### src/rtl/clk_ctrl_pkg.sv
// Shared types and default parameters for the clock/step controller.
// The state encoding is visible on the debug port, so keep these values stable.
package clk_ctrl_pkg;

  typedef enum logic [1:0] {
    ST_HALT  = 2'd0,
    ST_RUN   = 2'd1,
    ST_STEP  = 2'd2,
    ST_BREAK = 2'd3
  } state_e;

  localparam int DEF_ADDR_W = 8;
  localparam int DEF_NUM_BP = 4;
  localparam int DEF_CNT_W  = 16;
  localparam int DEF_DIV_W  = 24;

  // A breakpoint index needs at least one bit, even when there is a single comparator.
  function automatic int idx_width(input int n);
    return (n > 1) ? $clog2(n) : 1;
  endfunction

endpackage

### src/rtl/tick_divider.sv
// Run-rate prescaler: asserts tick once every div+1 clocks while clear is low.
// A counter left above a newly lowered div wraps to 0 without ticking.
module tick_divider #(
  parameter int DIV_W = 24
) (
  input  logic             clk,
  input  logic             rst,
  input  logic             clear,
  input  logic [DIV_W-1:0] div,
  output logic             tick
);

  logic [DIV_W-1:0] cnt_q, cnt_d;

  always_comb begin
    tick  = !clear && (cnt_q == div);
    cnt_d = (clear || (cnt_q >= div)) ? '0 : cnt_q + DIV_W'(1);
  end

  always_ff @(posedge clk) begin
    if (rst) begin
      cnt_q <= '0;
    end else begin
      cnt_q <= cnt_d;
    end
  end

endmodule

### src/rtl/clock_step_controller.sv
// Debug clock controller: gates a CPU clock-enable for free run, counted step
// bursts and hardware breakpoints, and counts every enable pulse it issues.
module clock_step_controller
  import clk_ctrl_pkg::*;
#(
  parameter  int ADDR_W = DEF_ADDR_W,
  parameter  int NUM_BP = DEF_NUM_BP,
  parameter  int CNT_W  = DEF_CNT_W,
  parameter  int DIV_W  = DEF_DIV_W,
  localparam int IDX_W  = idx_width(NUM_BP)
) (
  input  logic                          clk,
  input  logic                          rst,
  input  logic                          run_en,
  input  logic                          step,
  input  logic [CNT_W-1:0]              step_count,
  input  logic [DIV_W-1:0]              div,
  input  logic [ADDR_W-1:0]             pc,
  input  logic [NUM_BP-1:0][ADDR_W-1:0] bp_addr,
  input  logic [NUM_BP-1:0]             bp_valid,
  input  logic                          cycle_clr,
  output logic                          core_en,
  output state_e                        state,
  output logic                          bp_hit,
  output logic [IDX_W-1:0]              bp_index,
  output logic [CNT_W-1:0]              cycle_count
);

  state_e           state_q, state_d;
  logic             step_prev_q, step_prev_d;
  logic             step_arm_q, step_arm_d;
  logic             step_req_q, step_req_d;
  logic             first_q, first_d;
  logic             core_en_q, core_en_d;
  logic [IDX_W-1:0] bp_index_q, bp_index_d;
  logic [CNT_W-1:0] remaining_q, remaining_d;
  logic [CNT_W-1:0] cycle_count_q, cycle_count_d;

  logic             active, tick, fire, bp_match;
  logic [IDX_W-1:0] match_idx;
  logic [CNT_W-1:0] step_load;

  // The arm flag only sets once step has been seen low, so a step held
  // through reset cannot masquerade as a fresh rising edge.
  always_comb begin
    step_prev_d = step;
    step_arm_d  = step_arm_q | ~step;
    step_req_d  = step & ~step_prev_q & step_arm_q;
  end

  assign active    = (state_q == ST_RUN) || (state_q == ST_STEP);
  assign step_load = (step_count == '0) ? CNT_W'(1) : step_count;

  tick_divider #(.DIV_W(DIV_W)) u_tick_divider (
    .clk   (clk),
    .rst   (rst),
    .clear (~active),
    .div   (div),
    .tick  (tick)
  );

  // Scan downwards so the lowest matching comparator is the one reported.
  always_comb begin
    bp_match  = 1'b0;
    match_idx = '0;
    for (int i = NUM_BP - 1; i >= 0; i--) begin
      if (bp_valid[i] && (bp_addr[i] == pc)) begin
        bp_match  = 1'b1;
        match_idx = IDX_W'(i);
      end
    end
  end

  always_ff @(posedge clk) begin
    if (rst) begin
      state_q       <= ST_HALT;
      step_prev_q   <= 1'b0;
      step_arm_q    <= 1'b0;
      step_req_q    <= 1'b0;
      first_q       <= 1'b1;
      core_en_q     <= 1'b0;
      bp_index_q    <= '0;
      remaining_q   <= '0;
      cycle_count_q <= '0;
    end else begin
      state_q       <= state_d;
      step_prev_q   <= step_prev_d;
      step_arm_q    <= step_arm_d;
      step_req_q    <= step_req_d;
      first_q       <= first_d;
      core_en_q     <= core_en_d;
      bp_index_q    <= bp_index_d;
      remaining_q   <= remaining_d;
      cycle_count_q <= cycle_count_d;
    end
  end

  always_comb begin
    state_d     = state_q;
    remaining_d = remaining_q;
    first_d     = first_q;
    bp_index_d  = bp_index_q;
    fire        = 1'b0;
    case (state_q)
      ST_HALT: begin
        first_d = 1'b1;
        if (run_en) begin
          state_d = ST_RUN;
        end else if (step_req_q) begin
          state_d     = ST_STEP;
          remaining_d = step_load;
        end
      end
      ST_RUN: begin
        if (!run_en) begin
          state_d = ST_HALT;
        end else if (tick) begin
          first_d = 1'b0;
          if (bp_match && !first_q) begin
            state_d    = ST_BREAK;
            bp_index_d = match_idx;
          end else begin
            fire = 1'b1;
          end
        end
      end
      ST_STEP: begin
        if (tick) begin
          first_d = 1'b0;
          if (bp_match && !first_q) begin
            state_d    = ST_BREAK;
            bp_index_d = match_idx;
          end else begin
            fire        = 1'b1;
            remaining_d = remaining_q - CNT_W'(1);
            if (remaining_q <= CNT_W'(1)) state_d = ST_HALT;
          end
        end
      end
      ST_BREAK: begin
        first_d = 1'b1;
        if (step_req_q) begin
          state_d     = ST_STEP;
          remaining_d = step_load;
        end else if (!run_en) begin
          state_d = ST_HALT;
        end
      end
      default: state_d = ST_HALT;
    endcase
    core_en_d     = fire;
    cycle_count_d = cycle_clr ? '0 : cycle_count_q + CNT_W'(fire);
  end

  always_comb begin
    core_en     = core_en_q;
    state       = state_q;
    bp_hit      = (state_q == ST_BREAK);
    bp_index    = bp_index_q;
    cycle_count = cycle_count_q;
  end

endmodule

### config.mk
export PLATFORM = sky130hd
export DESIGN_NAME = clock_step_controller
export DESIGN_NICKNAME = d
export VERILOG_FILES = /design/src/rtl/clk_ctrl_pkg.sv /design/src/rtl/tick_divider.sv /design/src/rtl/clock_step_controller.sv
export SDC_FILE = /design/constraint.sdc
export NUM_CORES = 1
export LEC_CHECK = 0
export CORE_UTILIZATION = 51
export CTS_BUF_LIST = sky130_fd_sc_hd__clkbuf_4 sky130_fd_sc_hd__clkbuf_8
export DETAILED_ROUTE_END_ITERATION = 6
export HOLD_SLACK_MARGIN = 0.15
export PLACE_DENSITY = 0.9
export RECOVER_POWER = 25
export SYNTH_ARGS = -nofsm -noshare
export SYNTH_HDL_FRONTEND = slang
export SYNTH_SLANG_ARGS = --single-unit
### constraint.sdc
create_clock -name clk -period 3.1 [get_ports clk]
set_clock_uncertainty 0.1 [all_clocks]
set_input_delay 0.465 -clock clk [delete_from_list [all_inputs] [get_ports clk]]
set_output_delay 0.465 -clock clk [all_outputs]
set_load 0.02 [all_outputs]
* Word-level counts from Yosys, hierarchy flattened
Index checks and enable logic that the tools add are counted.
Word-level totals: bits in registers 65, input port bits 89
Operators by class: magnitude comparators 2, $add $sub $neg 3, reduce and logical (&&, ||, !) cells 19, multiplexer cells 36, bitwise operators 6, equal/unequal tests 17
Operator list (number):
- $mux 16 | 5
- $pmux 16 s3 | 1
- $mux 2 | 17
- $eq 8x8->1 | 4
- $add 24x1->24 const B | 1
- $eq 24x24->1 | 1
- $ge 24x24->1 | 1
- $add 16x1->16 | 1
- $le 16x1->1 const B | 1
- $logic_not 16->1 | 1
- $sub 16x1->16 const B | 1
- $mux 1 | 9
- $ne 2x2->1 const B | 4
- $pmux 2 s4 | 1
- $logic_and 1x1->1 | 6
- $ne 3x2->1 const B | 2
- $ne 3x3->1 const B | 2
- $reduce_and 6->1 | 1
- $reduce_or 2->1 | 3
- $eq 2x2->1 const B | 2
- $pmux 2 s2 | 1
- $reduce_and 4->1 | 1
- $ne 3x1->1 const B | 1
- $not 1->1 | 3
- other kinds (11) | 13

* Logic depth before layout (Yosys ltp)
word-level depth 12, mapped depth 13

* Cells and area by module
A second synthesis with hierarchy kept.
Second synthesis, totals: cells, all modules 548, area total of the unflattened synthesis 4593.2 µm²
Modules (own cells, without submodules):
- clock_step_controller | sequential area each 820.8 µm², area an instance 2909.0 µm², times used 1, cells an instance 347
- tick_divider | sequential area each 480.5 µm², area an instance 1684.1 µm², times used 1, cells an instance 201

* Least setup slack after synthesis
Ideal clock, no wire load.
kind input port to flip-flop, start point in pc[3], end point reg cycle_count_q[11], in the netlist cycle_count[11], data arrival time 2.572 ns, setup slack 0.358 ns, cell stages on the path 12, path buffers 1, required time 2.930 ns, cell sequence buf_4 -> xnor2_1 -> nand4_2 -> nor3_2 -> nor4_1 -> nor2_1 -> nor3_1 -> ha_1 -> and3_1 -> nand3_1 -> or3_1 -> a21oi_1
Between the ends: word-level cells in the longest chain between the ends 12, elaborated cells between the ends (all ways) 18
Ends and longest elaborated chain:
- start, declared | RTL line clock_step_controller.sv:18 | input logic [ADDR_W-1:0] pc,
- $eq 8x8->1 | RTL line clock_step_controller.sv:67 | if (bp_valid[i] && (bp_addr[i] == pc)) begin
- $logic_and 1x1->1 | RTL line clock_step_controller.sv:67
- $mux 1 (3 in series) | RTL line clock_step_controller.sv:67
- $mux 1 * | RTL line clock_step_controller.sv:67
- $logic_and 1x1->1 * | RTL line clock_step_controller.sv:119, clock_step_controller.sv:130
- $mux 1 * | RTL line clock_step_controller.sv:119, clock_step_controller.sv:130
- $mux 1 * | RTL line clock_step_controller.sv:128 | if (tick) begin
- $mux 1 | RTL line clock_step_controller.sv:115 | if (!run_en) begin
- $pmux 1 s2 * | RTL line clock_step_controller.sv:104 | case (state_q)
- via core_en_d | RTL line clock_step_controller.sv:34 | logic core_en_q, core_en_d;
- $add 16x1->16 * | RTL line clock_step_controller.sv:152 | cycle_count_d = cycle_clr ? '0 : cycle_count_q + CNT_W'(fire);
- end signal, assigned | RTL line clock_step_controller.sv:94 | cycle_count_q <= cycle_count_d;
- end, declared | RTL line clock_step_controller.sv:37 | logic [CNT_W-1:0] cycle_count_q, cycle_count_d;
The timed path passes the listed nets; every way through them passes the cells marked *. A chain may end at the register's enable or synchronous reset.

* Worst setup path after layout
start point in pc[2], end point reg cycle_count_q[14], in the netlist cycle_count[14]
The elaborated chain is that of the path after synthesis.

==> metrics.md <==
| Metric | Value |
|---|---|
| Clock tree from TritonCTS | `built` |
| Routed vias/inst | `about 5.6` |
| Pre-antenna DRT Iters | `5` |
| Critical path buffers and inverters | `1` |
| Fillers | `614` |
| Post-Syn Nets | `approximately 670` |
| Element type at the critical path end | `register` |
| Slew HR | `5.108%` |
| Main area contributors after synthesis | `dfxtp_1 30%, ha_1 9.5%, xnor2_1 9.2%` |
| Cell Pwr Density | `413.0 mW/mm2` |
| Iteration-0 DRC count of the detailed router | `230` |
| H-tree levels | `3` |
| Max incr delay on CP | `0.52 ns` |
| Total wire length | `11490 um` |
| Total half-perimeter wirelength after legalization and detailed placement | `~8800 um` |
| Clock-pin slew on the worst setup and hold paths | `0.07 ns` |
| CORE AREA | `0.008258 mm2` |
| Wire length of the first global-routing pass | `18440 um` |
| Initial core utilization | `52.77%` |
| Via count of the routed design | `4370` |
| Yosys warning count | `0` |
| Hold/Removal Path Class | `reg -> reg` |
| # nets final | `786` |
| TNS Setup | `0 ns` |
| Endpoints failing setup | `0` |
| Initial antenna violation count | `0` |
| Total number of clock tree sinks | `65` |
| Outcome | `finished, final reports clean` |
| Synth-to-Final Area Change | `35.23%` |
| Diodes inserted | `0` |
| Vias in the first global route | `4271` |
| CP startpoint kind | `input port` |
| Cell area after placement | `approximately 0.0056 mm2` |
| Number of buffers on the longest clock path | `2` |
| Max stage delay cell, worst path | `clkdlybuf4s50_1` |
| Count of distinct cell types in the synthesized netlist | `54` |
| Clock period minus worst slack | `2.968 ns` |
| Fraction of the cycle the final worst path needs | `95.73%` |
| Portion of the post-synthesis area used by sequential elements | `29.86%` |
| Predominant post-synthesis flop cell | `dfxtp_1` |
| Synth Register Bits | `65` |
| Largest net degree at the start of global routing | `31` |
| Largest driver fanout on the critical path | `5` |
| Die boundary width | `roughly 94 um` |
| Total of max-cap violations | `0` |
| Post-synthesis instance total | `543` |
| R2R cell count | `12` |
| TritonCTS buffer count | `9` |
| EDFF count, synth | `0` |
| Fraction of final layout cells sized beyond drive strength 1 | `9.268%` |
| Worst setup slack before clock tree synthesis | `-0.4442 ns` |
| Number of hold violations in the final report | `0` |
| Post-synth design cell area | `0.004358 mm2` |
| Clock insertion delay at the later pin of the skew report | `0.34 ns` |
| IR drop worst, VDD | `0.2253 mV` |
| Largest delay contributor family on the critical path | `simple AND/OR/NAND/NOR gates` |
| Root Buffer Master | `clkbuf_8` |
| Area share of the largest cell type after synthesis | `roughly 30%` |
| Top cell type by total area after synthesis | `dfxtp_1` |
| Count of cell instances traversed by the critical path | `12` |
| Count of standard-cell rows | `33` |
| Detail-routed net length per standard cell | `14.85 um` |
| Quantity of hold-fixing buffers added after cts | `0` |
| Setup slack after layout | `about 0.13 ns` |
| Required time at the worst-slack endpoint | `3.26 ns` |
| Number of instances on the worst hold path | `1` |
| Global-route congestion overflow total | `0` |
| Maximum clock rate | `337.0 MHz` |
| Crit path arrival time | `3.13 ns` |
| Die H | `94.44 um` |
| Kind of critical path | `in -> reg` |
| Cell-by-cell listing of the critical path | `clkdlybuf4s50_1 -> xnor2_1 -> nand3_1 -> nor3_2 -> nor4_4 -> nor2_1 -> nor3_2 -> ha_1 -> ha_1 -> nand4_1 -> or3_1 -> a21oi_1` |
| Per-instance average area after synthesis | `8.026 um2` |
| Finished Cell Area | `0.005893 mm2` |
| Post CTS Setup Buffer Count | `0` |
| Multi-input logic area | `roughly 0.0028 mm2` |
| # IOs | `111` |
| Max Slew Vio Count | `0` |
| Floorplan die area | `0.008919 mm2` |
| Count of port buffers added during placement | `110` |
| Register area | `between 0.001 and 0.0015 mm2` |
| Total routing resource utilization after global routing | `25.96%` |
| Slew of the pin with the lowest slew margin | `1.423 ns` |
| Remaining routing DRC violations | `0` |
| Share of synthesized registers carrying an async set or reset | `0%` |
| Post-detailed-route count of antenna-violating nets | `0` |
| Global placer's final weighted congestion | `0.8715` |
| Leak Pwr | `2.344 nW` |
-- where the power goes --
| part | internal, W | leakage, nW | switching, W |
|---|---|---|---|
| Combinational | 0.000337 | 1.71 | 0.000412 |
| Sequential | 0.000864 | 0.525 | 0.0000350 |
| Clock | 0.000458 | 0.109 | 0.000328 |
| Total | 0.00166 | 2.34 | 0.000775 |
-- worst register-to-register path: stages, from the launching register on --
cell     delay [ns]
dfxtp_1        0.43
inv_1          0.07
ha_1           0.27
nand4_1        0.08
nor2_1         0.14
and3_1         0.19
nand2_1        0.08
nor3_2         0.15
ha_1           0.20
ha_1           0.16
nand4_1        0.18
or3_1          0.38
a21oi_1        0.15
-- cells in the mapped netlist (all sizes together) (6+ instances only) --
cell type,number
dfxtp,65
nor2,45
nor2b,7
xnor2,46
nand4,17
and3,8
nand2,36
nor4,9
or3,7
o21ai,24
a211oi,6
a21oi,36
nand2b,8
buf,13
clkbuf,12
xor2,18
inv,41
ha,33
nor3,46
nand3,24
-- flip-flops by register name (all words and copies together), names as in the netlist --
signal / count
bp_index: 2
core_en: 1
cycle_count: 16
first_q: 1
remaining_q: 16
state: 2
step_arm_q: 1
step_prev_q: 1
step_req_q: 1
u_tick_divider.cnt_q: 24
-- final cells by class --
class | instances | area share, %
Tap cell | 105 | 2.229
Clock buffer | 10 | 2.229
Multi-Input combinational cell | 411 | 47.28
Clock inverter | 6 | 1.401
Inverter | 42 | 2.675
Timing Repair Buffer | 135 | 22.10
Sequential cell | 65 | 22.08
-- metrics by stage --
step / std cells / power (W) / hold slack [ns] / util (%)
after floorplan: 543 / 0.001392 / 0.2721 / -
final: 774 / 0.002434 / 0.3167 / 71.36
after CTS: 774 / 0.002436 / 0.3143 / 70.97
after detailed placement: 758 / 0.001651 / 0.3042 / 68.30
after global routing: 774 / 0.002554 / 0.3357 / 71.36
after global placement: 758 / 0.001625 / 0.2797 / 68.30
-- kinds of logic (layout without fill, tap and decap cells) --
logic type | count (synthesis) | in the layout | synth area share (%)
xor gates and xnor gates | 64 | 64 | 12.86
adders and majority gates | 33 | 33 | 9.475
buffers and inverters | 67 | 193 | 7.206
DFF | 65 | 65 | 29.86
and+or+nand+nor | 219 | 219 | 25.84
AOI/OAI and AO/OA | 91 | 91 | 13.78
muxes | 4 | 4 | 0.9762
-- worst paths after layout --
kind	slack, ns	to	from
worst min register to register	0.32	step_req_q	step_prev_q
worst max-delay path	0.13	cycle_count[14]	pc[2]
worst max register to register	0.45	cycle_count[14]	u_tick_divider.cnt_q[0]
worst min-delay path	0.32	step_req_q	step_prev_q
-- cell usage in the layout (no fill, tap or decap), drive strengths merged, types with 3 or more instances in the layout --
cell and count:
and3 8, inv 41, clkbuf 11, clkinv 4, dfxtp 65, nor2b 7
a211oi 6, clkdlybuf4s50 89, ha 33, xnor2 46, o32ai 3, nor4 9
buf 24, nor2 45, nor3 46, o21ai 24, dlygate4sd3 19, nand3 24
nand4 17, xor2 18, nand2 36, a21o 5, o41ai 3, a21oi 36
nand2b 8, nand4b 4, o31ai 3, or3 7
-- layer usage --
metal  vias to the layer above  GRT usage [%]  routed length [um]  part of all wire [%]
li1                       2136              -                   -                     -
met1                      2050          28.57                4524                    39
met2                       150          47.46                6054                    53
met3                        34          5.556                 583                   5.1
met4                         0          11.54                 333                   2.9
met5                         -              0                   0                     0
-- timing repair --
item                                    in CTS  in global routing
resized for setup                            1                  8
endpoints found under the setup margin       8                  8
hold endpoints to repair                     0                  0
cloned                                       0                  0
No activity file was read; power rests on OpenSTA's default activity.
